**src/rtl/ask_demod.sv**
```systemverilog
// Non-coherent ASK demodulator: rectifies each sample, integrates the magnitude
// over SPS samples, and slices the per-symbol sum into a 2-bit amplitude symbol.
module ask_demod #(
  parameter int unsigned SPS   = 50,
  parameter int unsigned ACC_W = 18,
  parameter int unsigned TH1   = 17000,
  parameter int unsigned TH2   = 51000,
  parameter int unsigned TH3   = 85000
) (
  input  logic               clk,
  input  logic               rstn,
  input  logic               ask_valid_i,
  input  logic signed [11:0] ask_din,
  output logic [1:0]         sym_dout,
  output logic               sym_valid_o,
  output logic               sym_abort_o,
  output logic [15:0]        sym_cnt
);

  typedef enum logic {
    IDLE,
    INTEG
  } state_e;

  localparam logic [7:0]       LAST  = 8'(SPS - 1);
  localparam logic [ACC_W-1:0] TH1_C = ACC_W'(TH1);
  localparam logic [ACC_W-1:0] TH2_C = ACC_W'(TH2);
  localparam logic [ACC_W-1:0] TH3_C = ACC_W'(TH3);

  state_e           state_q, state_d;
  logic [10:0]      mag_q, mag_d;
  logic             mag_vld_q, mag_vld_d;
  logic [ACC_W-1:0] acc_q, acc_d;
  logic [7:0]       cnt_q, cnt_d;
  logic [1:0]       sym_q, sym_d;
  logic             sym_valid_q, sym_valid_d;
  logic             sym_abort_q, sym_abort_d;
  logic [15:0]      sym_cnt_q, sym_cnt_d;

  logic [11:0]      din_u;
  logic [11:0]      din_neg;
  logic [ACC_W-1:0] sum;
  logic [1:0]       slice_sym;

  // Stage 1: rectify; -2048 has no positive 12-bit twin, so it clips to 2047
  always_comb begin
    din_u     = ask_din;
    din_neg   = (~din_u) + 12'd1;
    mag_vld_d = ask_valid_i;
    if (!din_u[11]) begin
      mag_d = din_u[10:0];
    end else if (din_u == 12'h800) begin
      mag_d = 11'h7FF;
    end else begin
      mag_d = din_neg[10:0];
    end
  end

  always_comb begin
    sum = acc_q + ACC_W'(mag_q);
    if (sum >= TH3_C) begin
      slice_sym = 2'd3;
    end else if (sum >= TH2_C) begin
      slice_sym = 2'd2;
    end else if (sum >= TH1_C) begin
      slice_sym = 2'd1;
    end else begin
      slice_sym = 2'd0;
    end
  end

  always_ff @(posedge clk or negedge rstn) begin
    if (!rstn) begin
      state_q     <= IDLE;
      mag_q       <= '0;
      mag_vld_q   <= 1'b0;
      acc_q       <= '0;
      cnt_q       <= '0;
      sym_q       <= '0;
      sym_valid_q <= 1'b0;
      sym_abort_q <= 1'b0;
      sym_cnt_q   <= '0;
    end else begin
      state_q     <= state_d;
      mag_q       <= mag_d;
      mag_vld_q   <= mag_vld_d;
      acc_q       <= acc_d;
      cnt_q       <= cnt_d;
      sym_q       <= sym_d;
      sym_valid_q <= sym_valid_d;
      sym_abort_q <= sym_abort_d;
      sym_cnt_q   <= sym_cnt_d;
    end
  end

  always_comb begin
    state_d = state_q;
    case (state_q)
      IDLE:    if (mag_vld_q)  state_d = INTEG;
      INTEG:   if (!mag_vld_q) state_d = IDLE;
      default: state_d = IDLE;
    endcase
  end

  // After a dump cnt is 0 and state stays INTEG, so the next sample opens a
  // new symbol through the ordinary accumulate path with no gap.
  always_comb begin
    acc_d       = acc_q;
    cnt_d       = cnt_q;
    sym_d       = sym_q;
    sym_valid_d = 1'b0;
    sym_abort_d = 1'b0;
    sym_cnt_d   = sym_cnt_q;
    case (state_q)
      IDLE: begin
        acc_d = '0;
        cnt_d = '0;
        if (mag_vld_q) begin
          acc_d = ACC_W'(mag_q);
          cnt_d = 8'd1;
        end
      end
      INTEG: begin
        if (mag_vld_q) begin
          if (cnt_q == LAST) begin
            sym_d       = slice_sym;
            sym_valid_d = 1'b1;
            sym_cnt_d   = sym_cnt_q + 16'd1;
            acc_d       = '0;
            cnt_d       = '0;
          end else begin
            acc_d = sum;
            cnt_d = cnt_q + 8'd1;
          end
        end else begin
          sym_abort_d = (cnt_q != 8'd0);
          acc_d       = '0;
          cnt_d       = '0;
        end
      end
      default: begin
        acc_d = '0;
        cnt_d = '0;
      end
    endcase
  end

  assign sym_dout    = sym_q;
  assign sym_valid_o = sym_valid_q;
  assign sym_abort_o = sym_abort_q;
  assign sym_cnt     = sym_cnt_q;

endmodule

```
**config.mk**
```make
export PLATFORM = sky130hd
export DESIGN_NAME = ask_demod
export DESIGN_NICKNAME = d
export VERILOG_FILES = /design/src/rtl/ask_demod.sv
export SDC_FILE = /design/constraint.sdc
export NUM_CORES = 1
export LEC_CHECK = 0
export CAP_MARGIN = 15
export CORE_MARGIN = 4
export CORE_UTILIZATION = 40
export CTS_CLUSTER_DIAMETER = 60
export CTS_CLUSTER_SIZE = 24
export DETAILED_ROUTE_END_ITERATION = 10
export MAX_ROUTING_LAYER = met4
export PLACE_DENSITY = 0.63
export REMOVE_ABC_BUFFERS = 1
export SLEW_MARGIN = 20
export SYNTH_ARGS = -nofsm -noshare
export SYNTH_HDL_FRONTEND = slang
export SYNTH_SLANG_ARGS = --single-unit
export TNS_END_PERCENT = 100
```
**constraint.sdc**
```tcl
create_clock -name clk -period 3.7 [get_ports clk]
set_clock_uncertainty 0.05 [all_clocks]
set_input_delay 0.74 -clock clk [delete_from_list [all_inputs] [get_ports clk]]
set_output_delay 0.74 -clock clk [all_outputs]
set_load 0.03 [all_outputs]
```
==> results by stage, run 1 <==
STA:
- The total count of hold-check failures in the final report was 0.
- At the pin with the least slew margin, the transition time is around 0.91 ns.
- The normalized max-slew margin is a little under 40%.
- Counting I/O delays and the setup requirement, the final critical path takes between 3 and 4 ns.
- The final clock period utilization by the worst path is a little over four fifths.
- The post-layout worst setup margin is 0.610 ns.
- The worst-case hold slack is around 0.40 ns.
- Timing would allow up to ~320 MHz.
- Setup repair after global routing left no endpoint under its margin.
- The number of pins with negative max-slew slack in the final report was 0.
- The number of setup violations in the final report is 0.
- The final total negative setup slack is 0 ns.

Final layout:
- The post-route netlist has between 10 and 15% of its cells at a drive strength greater than 1.
- At the end of the flow, the number of nets in the layout was just over 400.
- The filler-free cell count of the finished design is ~480.
- The repair_antennas step left the layout with diodes totalling 0.
- Cells fill 49.0% of the core in the end.
- From synthesis to final layout, the design area changed by 19.5%.
- The final instance area is around 4000 um^2.

Route:
- The first routing iteration left around 120 violations.
- The number of iterations in the first detailed-routing pass is 4.
- The final routed wire length divided by cell count is 14.2 um.
- The final layout contains routed wiring with a total length of approximately 6900 um.
- The number of nets with antenna violations after detailed routing is 0.
- The post-detailed-route DRC marker count is 0.
- The detailed router placed approximately 2500 vias in this run.
- Using the TritonRoute via totals, the vias-per-cell ratio works out to 5.24.

Placed design:
- At the placement stage, the worst setup path has a slack of between 0.5 and 0.6 ns.
- The count of buffers from port buffering is 34.
- The post-detailed-placement cell area is approximately 3800 um^2.
- The cell total after placement is 465.
- The global placer's final weighted congestion is around 0.8.
- The detailed placement HPWL is 5120 um.

Pwr:
- The final total power is between 1.5 and 2 mW.
- The worst-case vdd ir drop is between 0.0002 and 0.00025 V.
- Summed over all cells, the static leakage comes to around 1.8 nW.
- In this run the power density over the cells is ~450 nW/um^2.

Die:
- The die covers 9910 um^2.
- Once the floorplan was initialized, standard cells occupied between 40 and 50% of the core.
- The core area is 8180 um^2.
- The cell row count is 33.
- Measured along the x axis, the die boundary spans between 90 and 100 um.
- In this run the vertical extent of the chip is 99.5 um.
- The top-level port count is 35.

Global route:
- The first global-routing pass estimated 11900 um of wire.
- Entering global routing, the biggest net connects 41 pins.
- The overall routing resource usage is 15.3%.
- The initial antenna violation count is 0.
- The number of global-route vias before repair is approximately 2500.
- The overflow left after global routing is 0.

Clock network:
- The number of buffers inserted for hold repair after clock tree synthesis is 0.
- The number of setup buffers added after CTS is 0.
- The post-cts resize count is 0.
- The clock tree root driver cell is clkbuf_8.
- The clock sink total is a little under 60.
- The clock passes through at most 2 buffers.
- For the worst-skew pair, the clock arrives at the later sink with an insertion delay of 0.33 ns.
- The H-tree was split into 3 levels.
- The CTS clock-pin slew for the worst setup and hold paths is approximately 0.070 ns.
- TritonCTS built the clock tree.
- The number of buffers created by CTS is 9.

Worst setup path:
- The critical path is of the flip-flop to flip-flop type.
- The largest individual stage delay along the critical path comes from the cell fa_1.
- The end of the worst register-to-register path is sym_dout[0]$_DFFE_PN0P_.
- Setup slack on the worst reg-to-reg path comes out at 0.61 ns.
- The arrival time at the worst endpoint is between 3 and 4 ns.
- The maximum fanout along the worst path is 4.
- The required time of the critical path is roughly 3.9 ns.
- The startpoint of the worst register-to-register path is mag_q[0]$_DFF_PN0_.
- The critical path goes through ha_1 -> fa_1 -> a211oi_2 -> or4b_1 -> nand3_1 -> nor4_1 -> nand4b_1 -> a311o_1 -> a2111oi_2 -> o22ai_1.
- The worst setup path is captured at a flip-flop.
- The delay contributed by the slowest stage of the critical path is about 0.43 ns.
- The element type at the critical path start is a flip-flop.
- The cell depth of the worst flop-to-flop path is 10.

Logic synthesis:
- After synthesis, the share of flip-flops with an asynchronous set or reset is 100%.
- dfrtp_1 takes more of the synthesized area than any other cell.
- Sorting the synthesized cells by area gives the leading types as dfrtp_1 (44%), xnor2_1 (6.0%), ha_1 (6.0%), xor2_1 (4.7%), nand2_1 (4.1%).
- The number of enable flip-flop cells after synthesis is 0.
- The number of different library cells used by synthesis comes to 65.
- By count the netlist is led by dfrtp_1 (59), nand2_1 (37), nor2_1 (29), xnor2_1 (23), xor2_1 (18).
- The most common cell in the netlist is dfrtp_1.
- After synthesis the cells add up to between 3000 and 4000 um^2.
- Summed over its instances, the top area cell type makes up between 40% and 50% of the synthesized netlist area.
- The portion of the post-synthesis area used by sequential elements is 44.0%.
- The per-instance average area after synthesis is between 10 and 15 um^2.
- For this run, the leading register cell type out of synthesis is dfrtp_1.
- Counting flops and latches in the post-synthesis netlist gives 59.
- The number of warnings printed during yosys synthesis is 0.
- The number of instances in the synthesized netlist is between 300 and 400.

Flow run:
- Max-cap violations in this run came to 0.

Hold path:
- The worst hold endpoint is state_q$_DFF_PN0_.
- The classification of the worst-slack hold path is flip-flop to flip-flop.
- The worst hold path cell count is 0.
- The startpoint of the most critical hold path is mag_vld_q$_DFF_PN0_.

Outcome:
- The run finished with clean final reports.
layer usage:
layer	vias up	wire [um]	track usage (%)
met2	59	3270	24.4
li1	1273	-	-
met3	6	290	3.72
met1	1183	3220	19.6
met5	-	0	-
met4	0	61	4.31
critical path: cells and delay by family, from the launching register on:
family,cells,cell delay [ns]
DFF,1,0.38
and+or+nand+nor,4,0.73
adders and majority gates,2,0.67
AOI/OAI and AO/OA,4,1.14
state kept, by name, indices dropped and copies added (netlist names):
| name | count |
|---|---|
| cnt_q | 8 |
| mag_vld_q | 1 |
| sym_valid_o | 1 |
| sym_abort_o | 1 |
| state_q | 1 |
| sym_cnt | 16 |
| sym_dout | 2 |
| acc_q | 18 |
| mag_q | 11 |
report_power, final:
group          switching [mW]  internal (mW)
logic                   0.288          0.196
clock network           0.260          0.350
registers              0.0226          0.681
total                   0.571           1.23
worst max-delay path by stage:
stage / startpoint / endpoint / slack, ns / cells past startpoint
finish: mag_q[0]$_DFF_PN0_ / sym_dout[0]$_DFFE_PN0P_ / 0.61 / 10
global route: mag_q[0]$_DFF_PN0_ / sym_dout[0]$_DFFE_PN0P_ / 0.39 / 10
CTS: mag_q[0]$_DFF_PN0_ / sym_dout[0]$_DFFE_PN0P_ / 0.59 / 10
detailed placement: mag_q[0]$_DFF_PN0_ / sym_dout[0]$_DFFE_PN0P_ / 0.59 / 10
global placement: ask_din[1] / mag_q[1]$_DFF_PN0_ / 0.64 / 8
floorplan: mag_q[0]$_DFF_PN0_ / sym_dout[0]$_DFFE_PN0P_ / 0.86 / 10
area by class of cell:
type	count	area (um^2)
clock inverters	5	60.1
flip-flops and latches	59	1480
fillers	792	4170
clock buffers	11	151
repair buffers	36	350
inverters	10	37.5
multi-input cells	255	1800
well taps	105	131
kinds of logic (layout without fill, tap and decap cells):
logic type      after synthesis  after routing  synth area share [%]
compound gates               68             68                  16.2
xor+xnor                     42             42                  11.2
fa+ha+maj                    17             17                  6.57
buf+inv                      18             62                  2.28
flops                        59             59                  44.0
mux                           1              1                 0.336
simple gates                127            127                  19.4
cell usage in the layout, fill, tap and decap left out, types with 5 or more instances in the layout:
| cell type | instances |
|---|---|
| o21ai_0 | 10 |
| xnor2_1 | 23 |
| ha_1 | 16 |
| dfrtp_1 | 59 |
| and3_1 | 6 |
| clkbuf_8 | 11 |
| nand3_1 | 16 |
| clkdlybuf4s50_1 | 33 |
| a22o_1 | 7 |
| nand2_1 | 37 |
| o21a_1 | 5 |
| inv_1 | 9 |
| xor2_1 | 18 |
| a21oi_1 | 6 |
| nor2_1 | 29 |
(Power assumes the default switching activity.)
==> run 2: changes to the inputs <==
--- a/config.mk
+++ b/config.mk
@@ -12,7 +12,7 @@
 export CTS_CLUSTER_SIZE = 24
 export DETAILED_ROUTE_END_ITERATION = 10
 export MAX_ROUTING_LAYER = met4
-export PLACE_DENSITY = 0.63
+export PLACE_DENSITY = 0.65
 export REMOVE_ABC_BUFFERS = 1
 export SLEW_MARGIN = 20
 export SYNTH_ARGS = -nofsm -noshare
==> constraint.sdc (replaced) <==
create_clock -name clk -period 2.7 [get_ports clk]
set_clock_uncertainty 0.05 [all_clocks]
set_input_delay 0.54 -clock clk [delete_from_list [all_inputs] [get_ports clk]]
set_output_delay 0.54 -clock clk [all_outputs]
set_load 0.03 [all_outputs]
==> results by stage, run 2 (synthesis gave the netlist of run 1 again) <==
Worst setup path:
- The kind of end point of the critical path is a flip-flop.
- The startpoint of the worst register-to-register path is mag_q[0]$_DFF_PN0_.
- The cell depth of the worst flop-to-flop path is 10.
- The type of the worst setup path is flip-flop to flip-flop.
- The end of the worst register-to-register path is sym_dout[0]$_DFFE_PN0P_.
- The worst setup path is launched from a flip-flop.
- The maximum fanout along the worst path is 4.
- The arrival time at the worst endpoint is around 3.0 ns.
- At the worst endpoint, the required time is between 2 and 3 ns.
- The register-to-register setup slack is -0.16 ns.

Route:
- The first detailed-routing pass ran for 4 iterations.
- The met1 wire length is ~3400 um.
- The highest metal layer carrying signal wires in the routed design is met4.
- After the first detailed-routing iteration, the DRC count stood at 86.
- Once detail routing completed, the nets flagged for antenna violations numbered 0.
- The via count of the routed design is 2740.
- The total met2 wirelength after detailed routing is approximately 3600 um.
- The post-detailed-route DRC marker count is 0.
- The total length of routed wires is approximately 7300 um.
- After detailed routing, the number of vias per cell comes to approximately 5.3.
- The met3 wire length is ~210 um.
- The final routed wire length divided by cell count is approximately 14 um.

Global route:
- The global-route wire length before repair is around 12000 um.
- The maximum number of pins on one net before global-route repair is 31.
- The number of global-route vias before repair is approximately 2700.
- The total overflow left after global routing is 0.
- The initial antenna violation count came to 0.
- The overall routing resource usage is between 10% and 20%.

Flow run:
- Across the run, the number of max-cap violations was 0.

Final layout:
- The layout cell share with drive strength beyond 1 is 20.7%.
- The count of filler cells inserted in the layout is 777.
- Leaving out fill and tap cells, the most frequent cells in the layout are dfrtp_1 (59), nand2_1 (37), buf_4 (36), clkdlybuf4s50_1 (33), nor2_1 (27).
- The finished layout holds about 520 standard cells, fillers aside.
- The net total in the final layout is around 440.
- The count of inserted antenna diode cells is 0.
- The register with the highest flop count is acc_q.
- The finished cells cover ~4300 um^2.
- The post-synthesis to final-layout area growth is 29.7%.
- The library cell used most frequently in the layout, excluding fill and tap cells, is dfrtp_1.
- The register with the most flip-flops in the layout has 18 of them.

Placed design:
- Once placement finished, the instance area stood at 4010 um^2.
- The HPWL after detailed placement is around 5300 um.
- Routability-driven placement finished with a final weighted congestion of ~0.8.
- The count of buffers from port buffering is 34.
- The cell total after placement is 493.
- The worst setup slack before clock tree synthesis is -0.387 ns.

Pwr:
- The share of total power consumed by net switching is 32.5%.
- In this run, the clock network consumes between 20% and 30% of the power.
- The cell area power density is slightly above 600 nW/um^2.
- The worst-case vdd ir drop is 0.000616 V.
- The switching component of the power is 864 uW.
- The part of the total power dissipated in sequential elements is between 30 and 40%.
- The internal power consumption is 1.80 mW.
- Summed over all cells, the static leakage comes to slightly below 2 nW.
- The combinational power share is around a third.

STA:
- Setup repair after global routing could not meet its margin everywhere.
- Counting I/O delays and the setup requirement, the final critical path takes ~2.9 ns.
- The maximum operating frequency is around 350 MHz.
- The transition time of the tightest slew-check pin is between 0.8 and 0.9 ns.
- Once routing completed, OpenROAD measured the worst setup slack at -0.163 ns.
- The number of setup violations in the final report is 2.
- The number of pins with negative max-slew slack in the final report is 0.
- In this run the tightest slew margin relative to its limit is around 45%.
- The final clock period utilization by the worst path is 106%.
- The total count of hold-check failures in the final report is 0.

Die:
- Measured along the x axis, the die boundary spans around 100 um.
- The chip height is roughly 100 um.
- The die footprint is 9910 um^2.
- The core area is just over 8000 um^2.
- The top-level port count is 35.
- For this configuration, the core starts out at a cell density of about two fifths.
- The floorplan has 33 rows.

Clock network:
- The maximum level of the CTS H-tree is 3.
- The later-pin clock latency in the skew report is about 0.34 ns.
- The clock tree from TritonCTS is done.
- The number of buffers created by CTS is 9.
- The clock tree root driver cell is clkbuf_8.
- The worst-case clock buffer depth is 2.
- Clock-pin slew was measured on the worst setup and hold paths at approximately 0.070 ns.
- CTS saw 59 sinks.

Outcome:
- The flow ran to the end, but the final reports show violations.
- The checks that failed: setup timing.

Hold path:
- The classification of the worst-slack hold path is input port to asynchronous set/reset pin.
run 2: timing repair:
item,4_1_cts,5_1_grt
buffers inserted,4,4
hold buffers,0,0
gates resized for setup,15,5
endpoints found under the setup margin,2,2
pin swaps,12,3
run 2: routing by layer:
layer  GRT usage (%)  up-vias
met4            6.62        0
met2            25.5       37
met5               -        -
met1            20.2     1345
met3            2.95       10
li1                -     1348
run 2: how the worst max path moves through the flow:
stage / from / to / slack (ns)
floorplan: mag_q[0]$_DFF_PN0_ / sym_dout[0]$_DFFE_PN0P_ / -0.14
global placement: mag_q[0]$_DFF_PN0_ / sym_dout[0]$_DFFE_PN0P_ / -0.34
detailed placement: mag_q[0]$_DFF_PN0_ / sym_dout[0]$_DFFE_PN0P_ / -0.39
CTS: mag_q[0]$_DFF_PN0_ / sym_dout[0]$_DFFE_PN0P_ / -0.13
global route: mag_q[0]$_DFF_PN0_ / sym_dout[0]$_DFFE_PN0P_ / -0.29
finish: mag_q[0]$_DFF_PN0_ / sym_dout[0]$_DFFE_PN0P_ / -0.16
run 2: per-stage QoR:
step	power, mW	setup TNS, ns	util (%)	hold WS, ns
2_1_floorplan	1.46	-0.137	-	0.194
3_3_place_gp	1.76	-1.25	49.0	0.397
3_5_place_dp	1.77	-1.56	49.0	0.389
4_1_cts	2.60	-0.229	52.5	0.195
5_1_grt	2.81	-0.579	53.2	0.220
6_report	2.66	-0.245	53.2	0.174
run 2: area by class of cell:
cell class	count	area (um^2)	share of cell area [%]
Multi-Input combinational cell	255	1890	43.5
Sequential cell	59	1480	33.9
Clock buffer	10	128	2.93
Inverter	10	37.5	0.863
Timing Repair Buffer	72	628	14.4
Clock inverter	5	55.1	1.27
Tap cell	105	131	3.02
run 2: power by group through the flow:
stage | Combinational [mW] | Sequential (mW) | Clock (mW)
2_1_floorplan | 0.489 | 0.972 | 0
3_3_place_gp | 0.780 | 0.977 | 0
3_5_place_dp | 0.791 | 0.979 | 0
4_1_cts | 0.856 | 0.963 | 0.783
5_1_grt | 1.02 | 0.968 | 0.819
6_report | 0.933 | 0.964 | 0.765
run 2: worst max-delay path, cell delays in order, from the launching register on:
cell	delay, ns
dfrtp_1	0.39
ha_2	0.20
fa_2	0.39
a211oi_4	0.31
buf_6	0.15
o21ai_4	0.08
a32oi_4	0.33
inv_1	0.09
a311o_1	0.34
a2111oi_2	0.30
o22ai_1	0.11
